===== src/rtl/loader_pkg.sv =====
`default_nettype none
// ============================================================================
// Module   : loader_pkg
// Purpose  : Shared types and constants for the instruction-memory loader.
//            Loader state encoding, bytes-per-word constant and a helper that
//            says which states take bytes from the host stream.
// Revision : 1.0 - initial release
// ============================================================================
package loader_pkg;

  localparam int BYTES_PER_WORD = 4;

  typedef enum logic [2:0] {
    IDLE = 3'd0,
    HDR0 = 3'd1,
    HDR1 = 3'd2,
    LOAD = 3'd3,
    CSUM = 3'd4,
    DONE = 3'd5
  } state_e;

  // States in which the loader raises byte_ready.
  function automatic logic accepts_bytes(input state_e s);
    return (s == HDR0) || (s == HDR1) || (s == LOAD) || (s == CSUM);
  endfunction

endpackage
`default_nettype wire


===== src/rtl/byte_assembler.sv =====
`default_nettype none
// ============================================================================
// Module   : byte_assembler
// Purpose  : Packs accepted bytes little-endian into 32-bit words. A 2-bit
//            byte counter tracks position; word_valid_o pulses for one cycle
//            after the 4th byte of a word, with the packed word on word_o.
// Ports    : clk, rst (async, active high)
//            clear_i      - drop any partial word (load start)
//            accept_i     - byte_i is consumed this cycle
//            byte_i       - stream byte
//            last_o       - this accept completes a word (combinational)
//            word_valid_o - packed word ready (registered, 1 cycle)
//            word_o       - packed word {b3,b2,b1,b0}
// Revision : 1.0 - initial release
// ============================================================================
module byte_assembler
  import loader_pkg::*;
(
  input  logic                        clk,
  input  logic                        rst,
  input  logic                        clear_i,
  input  logic                        accept_i,
  input  logic [7:0]                  byte_i,
  output logic                        last_o,
  output logic                        word_valid_o,
  output logic [BYTES_PER_WORD*8-1:0] word_o
);

  localparam int WORD_W = BYTES_PER_WORD * 8;

  logic [1:0]        cnt_q,   cnt_d;
  logic [WORD_W-1:0] pack_q,  pack_d;
  logic              valid_q, valid_d;

  always_comb begin
    last_o  = accept_i && (cnt_q == 2'(BYTES_PER_WORD - 1));
    cnt_d   = cnt_q;
    pack_d  = pack_q;
    valid_d = last_o && !clear_i;
    if (clear_i) begin
      cnt_d  = 2'd0;
      pack_d = '0;
    end else if (accept_i) begin
      cnt_d  = cnt_q + 2'd1;
      // Shift new bytes in from the top: after four bytes the first one
      // received sits in the least significant lane.
      pack_d = {byte_i, pack_q[WORD_W-1:8]};
    end
  end

  always_ff @(posedge clk or posedge rst) begin
    if (rst) begin
      cnt_q   <= 2'd0;
      pack_q  <= '0;
      valid_q <= 1'b0;
    end else begin
      cnt_q   <= cnt_d;
      pack_q  <= pack_d;
      valid_q <= valid_d;
    end
  end

  assign word_valid_o = valid_q;
  assign word_o       = pack_q;

endmodule
`default_nettype wire


===== src/rtl/imem_loader.sv =====
`default_nettype none
// ============================================================================
// Module   : imem_loader
// Purpose  : Byte-stream program loader. Holds the core in reset while a
//            length-prefixed image (16-bit LE word count, then 4*N payload
//            bytes) arrives over a valid/ready port, writes the packed words
//            sequentially into instruction memory, then releases the core.
// Config   : LOADER_CHECKSUM_EN - when defined, one trailing checksum byte
//            (XOR of header and payload) is accepted and a mismatch sets
//            load_err. Undefined: no checksum stage.
// Ports    : clk, rst (async, active high)
//            load_start  - begin/restart a load (honoured in IDLE/DONE)
//            byte_valid / byte_data / byte_ready - byte stream handshake
//            imem_we / imem_addr / imem_wdata    - memory write port
//            cpu_rst     - core reset, low only in DONE
//            load_done   - image fully written
//            load_err    - overflow or checksum error, sticky per load
// Revision : 1.0 - initial release
// ============================================================================
module imem_loader
  import loader_pkg::*;
#(
  parameter int DATA_WIDTH = 32,
  parameter int ADDR_WIDTH = 12,
  parameter int BASE_ADDR  = 0
) (
  input  logic                  clk,
  input  logic                  rst,
  input  logic                  load_start,
  input  logic                  byte_valid,
  input  logic [7:0]            byte_data,
  output logic                  byte_ready,
  output logic                  imem_we,
  output logic [ADDR_WIDTH-1:0] imem_addr,
  output logic [DATA_WIDTH-1:0] imem_wdata,
  output logic                  cpu_rst,
  output logic                  load_done,
  output logic                  load_err
);

  // One extra address bit: when it is set the address has run past the end
  // of memory, and further writes are suppressed.
  localparam logic [ADDR_WIDTH:0] BASE_EXT  = (ADDR_WIDTH + 1)'(BASE_ADDR);
  localparam logic [ADDR_WIDTH:0] ADDR_STEP = (ADDR_WIDTH + 1)'(BYTES_PER_WORD);

`ifdef LOADER_CHECKSUM_EN
  localparam state_e PAYLOAD_END = CSUM;
`else
  localparam state_e PAYLOAD_END = DONE;
`endif

  state_e              state_q, state_d;
  logic [15:0]         count_q, count_d;   // word count N from the header
  logic [15:0]         words_q, words_d;   // payload words received
  logic [ADDR_WIDTH:0] addr_q,  addr_d;
  logic                err_q,   err_d;

  logic                accept;
  logic                start;
  logic                overflow;
  logic                asm_last;
  logic                asm_valid;
  logic [31:0]         asm_word;

  assign accept   = byte_valid && byte_ready;
  assign start    = load_start && ((state_q == IDLE) || (state_q == DONE));
  assign overflow = addr_q[ADDR_WIDTH];

  byte_assembler u_asm (
    .clk          (clk),
    .rst          (rst),
    .clear_i      (start),
    .accept_i     (accept && (state_q == LOAD)),
    .byte_i       (byte_data),
    .last_o       (asm_last),
    .word_valid_o (asm_valid),
    .word_o       (asm_word)
  );

  // Next state and state-decoded outputs.
  always_comb begin
    state_d    = state_q;
    byte_ready = accepts_bytes(state_q);
    cpu_rst    = (state_q != DONE);
    load_done  = (state_q == DONE);
    case (state_q)
      IDLE: if (load_start) state_d = HDR0;
      HDR0: if (accept) state_d = HDR1;
      HDR1: if (accept) state_d = ({byte_data, count_q[7:0]} != 16'd0) ? LOAD : PAYLOAD_END;
      LOAD: if (asm_last && (words_q == count_q - 16'd1)) state_d = PAYLOAD_END;
      CSUM: if (accept) state_d = DONE;
      DONE: if (load_start) state_d = HDR0;
      default: state_d = IDLE;
    endcase
  end

`ifdef LOADER_CHECKSUM_EN
  logic [7:0] csum_q, csum_d;
`endif

  // Datapath next-state. The start clause comes last so a restart wins over
  // a write retiring in the same cycle.
  always_comb begin
    count_d = count_q;
    words_d = words_q;
    addr_d  = addr_q;
    err_d   = err_q;
`ifdef LOADER_CHECKSUM_EN
    csum_d  = csum_q;
    if (accept && (state_q != CSUM)) csum_d = csum_q ^ byte_data;
    if (accept && (state_q == CSUM) && (byte_data != csum_q)) err_d = 1'b1;
`endif
    if (accept && (state_q == HDR0)) count_d[7:0]  = byte_data;
    if (accept && (state_q == HDR1)) count_d[15:8] = byte_data;
    if (asm_last) words_d = words_q + 16'd1;
    if (asm_valid) begin
      if (overflow) err_d  = 1'b1;
      else          addr_d = addr_q + ADDR_STEP;
    end
    if (start) begin
      words_d = 16'd0;
      addr_d  = BASE_EXT;
      err_d   = 1'b0;
`ifdef LOADER_CHECKSUM_EN
      csum_d  = 8'd0;
`endif
    end
  end

  always_ff @(posedge clk or posedge rst) begin
    if (rst) begin
      state_q <= IDLE;
      count_q <= 16'd0;
      words_q <= 16'd0;
      addr_q  <= BASE_EXT;
      err_q   <= 1'b0;
`ifdef LOADER_CHECKSUM_EN
      csum_q  <= 8'd0;
`endif
    end else begin
      state_q <= state_d;
      count_q <= count_d;
      words_q <= words_d;
      addr_q  <= addr_d;
      err_q   <= err_d;
`ifdef LOADER_CHECKSUM_EN
      csum_q  <= csum_d;
`endif
    end
  end

  assign imem_we    = asm_valid && !overflow;
  assign imem_addr  = addr_q[ADDR_WIDTH-1:0];
  assign imem_wdata = DATA_WIDTH'(asm_word);
  assign load_err   = err_q;

endmodule
`default_nettype wire


===== config.mk =====
export PLATFORM = sky130hd
export DESIGN_NAME = imem_loader
export DESIGN_NICKNAME = d
export VERILOG_FILES = /design/src/rtl/loader_pkg.sv /design/src/rtl/byte_assembler.sv /design/src/rtl/imem_loader.sv
export SDC_FILE = /design/constraint.sdc
export NUM_CORES = 1
export LEC_CHECK = 0
export BUFFER_PORTS_ARGS = -buffer_cell sky130_fd_sc_hd__buf_2
export CAP_MARGIN = 20
export CORE_ASPECT_RATIO = 0.75
export CORE_MARGIN = 2
export CORE_UTILIZATION = 30
export DETAILED_ROUTE_END_ITERATION = 12
export HOLD_SLACK_MARGIN = 0.05
export PLACE_DENSITY_LB_ADDON = 0.05
export SYNTH_ARGS = -nofsm -noshare
export SYNTH_HDL_FRONTEND = slang
export SYNTH_SLANG_ARGS = --single-unit
export TNS_END_PERCENT = 50

===== constraint.sdc =====
create_clock -name clk -period 6.1 [get_ports clk]
set_input_delay 0.61 -clock clk [delete_from_list [all_inputs] [get_ports clk]]
set_output_delay 0.61 -clock clk [all_outputs]
set_load 0.005 [all_outputs]

; ---- Yosys cells after proc, flatten, opt, wreduce, memory -nomap -nowiden
; Cells that the tools add are included.
[word_totals]
regBits = 84
word_cells = 72
output_inout_bits = 49
[classes]
reduce_logical = 25
eq_ne = 14
add_sub_neg = 4
mux = 19
[ops]
columns = cell, n
row1 = two-way mux 32 bit, 2
row2 = two-way mux 13 bit, 3
row3 = two-way mux 16 bit, 2
row4 = two-way mux 3 bit, 6
row5 = adder 16 x 1 -> 16 bit (second input constant), 1
row6 = equality test 16 bit, 1
row7 = nonzero test 16 bit, 1
row8 = subtractor 16 x 1 -> 16 bit (second input constant), 1
row9 = one-hot mux 3 bit (5 select lines), 1
row10 = adder 13 x 3 -> 13 bit (second input constant), 1
row11 = logical AND 1 bit, 9
row12 = nonzero test 2 bit, 4
row13 = equality test 3 x 2 -> 1 bit (second input constant), 2
row14 = equality test 3 bit (second input constant), 2
row15 = inequality test 2 x 1 -> 1 bit (second input constant), 3
row16 = inequality test 2 bit (second input constant), 3
row17 = AND reduction 5 bit, 1
row18 = logical OR 1 bit, 4
row19 = two-way mux 2 bit, 2
row20 = AND reduction 2 bit, 2
row21 = equality test 3 x 1 -> 1 bit (second input constant), 1
row22 = zero test 3 bit, 1
row23 = two-way mux 1 bit, 3
row24 = inequality test 3 bit (second input constant), 1
row25 = 4 further kinds, 5

; ---- Depth between registers and ports, before layout
[depth]
word_depth = 10
mapped_depth = 9

; ---- Hierarchy
; A second synthesis with hierarchy kept.
[hier_totals]
cells_unflattened = 410
hier_area_um2 = 4274.1
[modules_own_cells]
columns = mod, area_each_um2, seq_area_each_um2, instances, cells_each
row1 = imem_loader, 2808.9, 1176.1, 1, 295
row2 = byte_assembler, 1465.2, 875.8, 1, 115

; ---- Worst setup path before layout
; No wires, ideal clock.
[synth_path]
kind = in2reg
startpoint = input byte_valid
endpoint = register state_q[1]
cell_stages = 8
setup_slack_ps = 3390
n_path_buf = 2
t_arrival_ps = 2592
required_ps = 5981
cell_sequence = buf_2 and4b_1 buf_4 nand2_2 or4_1 a2111oi_0 or4b_1 o21a_1
[synth_via]
elab_chain_len = 6
[synth_lines]
columns = item, line
row1 = start: declaration, imem_loader.sv:30  ; input logic byte_valid,
row2 = logical AND 1 bit (*), imem_loader.sv:65  ; assign accept = byte_valid && byte_ready;
row3 = logical AND 1 bit, imem_loader.sv:73  ; .accept_i (accept && (state_q == LOAD)),
row4 = logical AND 1 bit, byte_assembler.sv:36  ; last_o = accept_i && (cnt_q == 2'(BYTES_PER_WORD - 1));
row5 = logical AND 1 bit, imem_loader.sv:90  ; LOAD: if (asm_last && (words_q == count_q - 16'd1)) state_d = PAYLOAD_END;
row6 = inequality test 2 x 1 -> 1 bit (no line), --
row7 = AND reduction 5 bit (no line) (*), --
row8 = end signal: assignment, imem_loader.sv:141  ; state_q <= state_d;
row9 = end: declaration, imem_loader.sv:52  ; state_e state_q, state_d;
; Every way passes the cells marked *; elsewhere a longest branch is shown, timed or not.
; A chain may end at the register's enable or synchronous reset.

; ---- Worst setup path in the final report
[layout_path]
startpoint = register count_q[0]
endpoint = register state_q[1]
[layout_via]
elab_chain_len = 5
[layout_lines]
columns = item, line
row1 = start: declaration, imem_loader.sv:53  ; logic [15:0] count_q, count_d;
row2 = start signal: assignment, imem_loader.sv:142  ; count_q <= count_d;
row3 = subtractor 16 x 1 -> 16 bit, imem_loader.sv:90
row4 = equality test 16 bit, imem_loader.sv:90
row5 = logical AND 1 bit, imem_loader.sv:90
row6 = inequality test 2 x 1 -> 1 bit (no line), --
row7 = AND reduction 5 bit (no line), --
; Several ways; a longest one is shown, not always the timed one. The select of a mux whose other input is x is not followed.

==> run metrics <==
Most used DFF post-synth dfrtp_1; die footprint 14,800 um^2; worst slew pin tran 0.736 ns; Crit. End Element flip-flop; met1 Use GR 0.209; cts hold-fix bufs 0; Slew HR 0.505; Max Fanout on Critical Path 6; r2r setup slk 3.29 ns; dpl hpwl 7050 um; CP startpoint count_q[0]; Max Freq 0.355 GHz; initial antenna violation count 0; Vias 3,193; Residual DRC 0; cts bufs inserted 9; Post-synth EDFFs 0; Setup TNS 0 ns; GR peak layer met2; worst path arrival time 3.05 ns; Total Power 1.92 mW; Total Wirelength 10,500 um; crit share post-route 0.461; PostCTS Resize Cnt 0; met3 Use GR 0.0522; post-synthesis sequential area ratio 0.496; status complete, no violations; Max rail drop VDD 0.150 mV; Die Height 106 um; worst hold path type in -> async; worst reg2reg path endpoint state_q[1]; Rows 37; placed cell areas 4500 um^2; Synth Register Bits 82; Initial Utilization 0.304; cell area after synthesis 4140 um^2; root buffer cell clkbuf_16; synthesized area per cell 9.40 um^2; core area 13,600 um^2; I/O pin count 61; Synth Warn # 0; final setup margin 3.29 ns; Slew Viols, Final 0; port buffer count 58; CTS tree yes; M2 GR Usage 0.220; # diodes 0; die width 140 um; Antenna Violating Nets Remaining 0; nets@finish 495; RSZ-0062 raised after global routing no; post-synth top area cell dfrtp_1; CTS Buffer Depth 2; Area growth syn-to-layout 17.3%; Tmin final 2.81 ns; post-place setup slack 3.13 ns; pwr dens 396 nW/um^2; critical path class reg -> reg; R2R cell count 8; most frequent cell after synthesis nand2_1; Clock Latency Late Sink 0.34 ns; first-pass GRT wire length 17,000 um; vias in the first global route 3,144; routability cong. 0.781; Synth cell types 49; Worst Path Required 6.34 ns; GR Overflow Total 0; Pre-antenna DRT Iters 8; post-synth top area share 0.496; DR iter-0 viols 146; GRT Overall Usage 0.149; Max-Cap Viols 0; Leak Pwr 2.23 nW; largest net degree at the start of global routing 62; r2r startpoint count_q[0]; CTS sink cnt 82; setup bufs post-CTS 0; final hold violation count 0; Worst setup endpoint state_q[1]; commonest cells in the synthesized netlist 83 x nand2_1, 82 x dfrtp_1, 46 x a21oi_1; Setup violations, final 0; Clock Skew 0.00538 ns; ys async rst share 1.00; CP Launch Type flip-flop; DR WL/cell 15.9 um; cell area after layout 4850 um^2; Mapped Cells 440; register clock-pin slew on the reported worst setup and hold paths 0.06 ns; DR vias/cell 4.85; htree depth 3; layout cells sized above 1 0.202; Synth area leaders dfrtp_1 50%, nand2_1 7.5%, a21oi_1 5.6%
[layout make-up]
class	count	area, um^2
Clock inverter	6	113
Clock buffer	10	239
Fill cell	1460	8760
Timing Repair Buffer	63	328
Sequential cell	82	2050
Multi-Input combinational cell	317	1880
Inverter	6	23.8
Tap cell	175	219
[logic make-up after synthesis]
family                     share of synthesized area
AOI/OAI and AO/OA                              0.102
xor gates and xnor gates                      0.0910
adders and majority gates                     0.0121
buffers and inverters                         0.0520
DFF                                            0.496
muxes                                         0.0429
other                                       0.000906
and+or+nand+nor                                0.204
[state kept, by name, summed over array words and instances, names as in the netlist]
register and count:
load_err 1, u_asm.word_valid_o 1, state_q 3, u_asm.word_o 32, addr_q 11, u_asm.cnt_q 2
count_q 16, words_q 16
[report_power, final]
part,switching [mW],internal (mW)
clock,0.228,0.413
sequential,0.158,0.666
combinational,0.223,0.233
[cells in the final DEF, fill, tap and decap left out, drive strengths merged, types with 2 or more instances in the layout]
cell type	netlist	routed
a211o	2	2
a21oi	46	46
and2	2	2
and3	8	8
and4	2	2
buf	15	63
bufinv	0	3
clkbuf	21	10
clkinv	0	3
conb	1	2
dfrtp	82	82
ha	4	4
inv	6	6
mux2	14	14
mux2i	2	2
nand2	84	84
nand2b	2	2
nand3	7	7
nand4	10	10
nand4b	3	3
nor2	33	33
nor3	7	7
nor3b	2	2
nor4	5	5
o21a	2	2
o21ai	11	11
o21bai	2	2
o31ai	2	2
or3	4	4
or4	3	3
xnor2	23	23
xor2	20	20
[worst max-delay path, cell delays in order (launching register included)]
cell and delay, ns:
dfrtp_1 0.44, inv_1 0.10, ha_1 0.26, and2_1 0.17, a21oi_1 0.06, or4_1 0.49
a2111oi_0 0.50, or4b_1 0.51, o21a_1 0.18
[worst min path at each step]
stage | end | cells past startpoint | slack [ns] | from
3_5_place_dp | load_err | 2 | 0.49 | load_err
4_1_cts | words_q[7] | 2 | 0.36 | rst
2_1_floorplan | load_err | 2 | 0.49 | load_err
5_1_grt | words_q[7] | 2 | 0.39 | rst
3_3_place_gp | load_err | 2 | 0.49 | load_err
6_report | words_q[7] | 2 | 0.34 | rst
[stage by stage]
step | util | hold WS [ns] | cells
after floorplan | - | 0.486 | 441
after global placement | 0.331 | 0.490 | 643
after detailed placement | 0.331 | 0.490 | 643
after CTS | 0.357 | 0.363 | 659
after global routing | 0.357 | 0.388 | 659
final | 0.357 | 0.338 | 659
[routing by layer]
| metal | part of all wire | wire length [um] |
|---|---|---|
| met1 | 0.49 | 5180 |
| met2 | 0.43 | 4490 |
| met3 | 0.065 | 677 |
| met4 | 0.011 | 111 |
| met5 | 0 | 0 |
No activity file was read; power rests on OpenSTA's default activity.
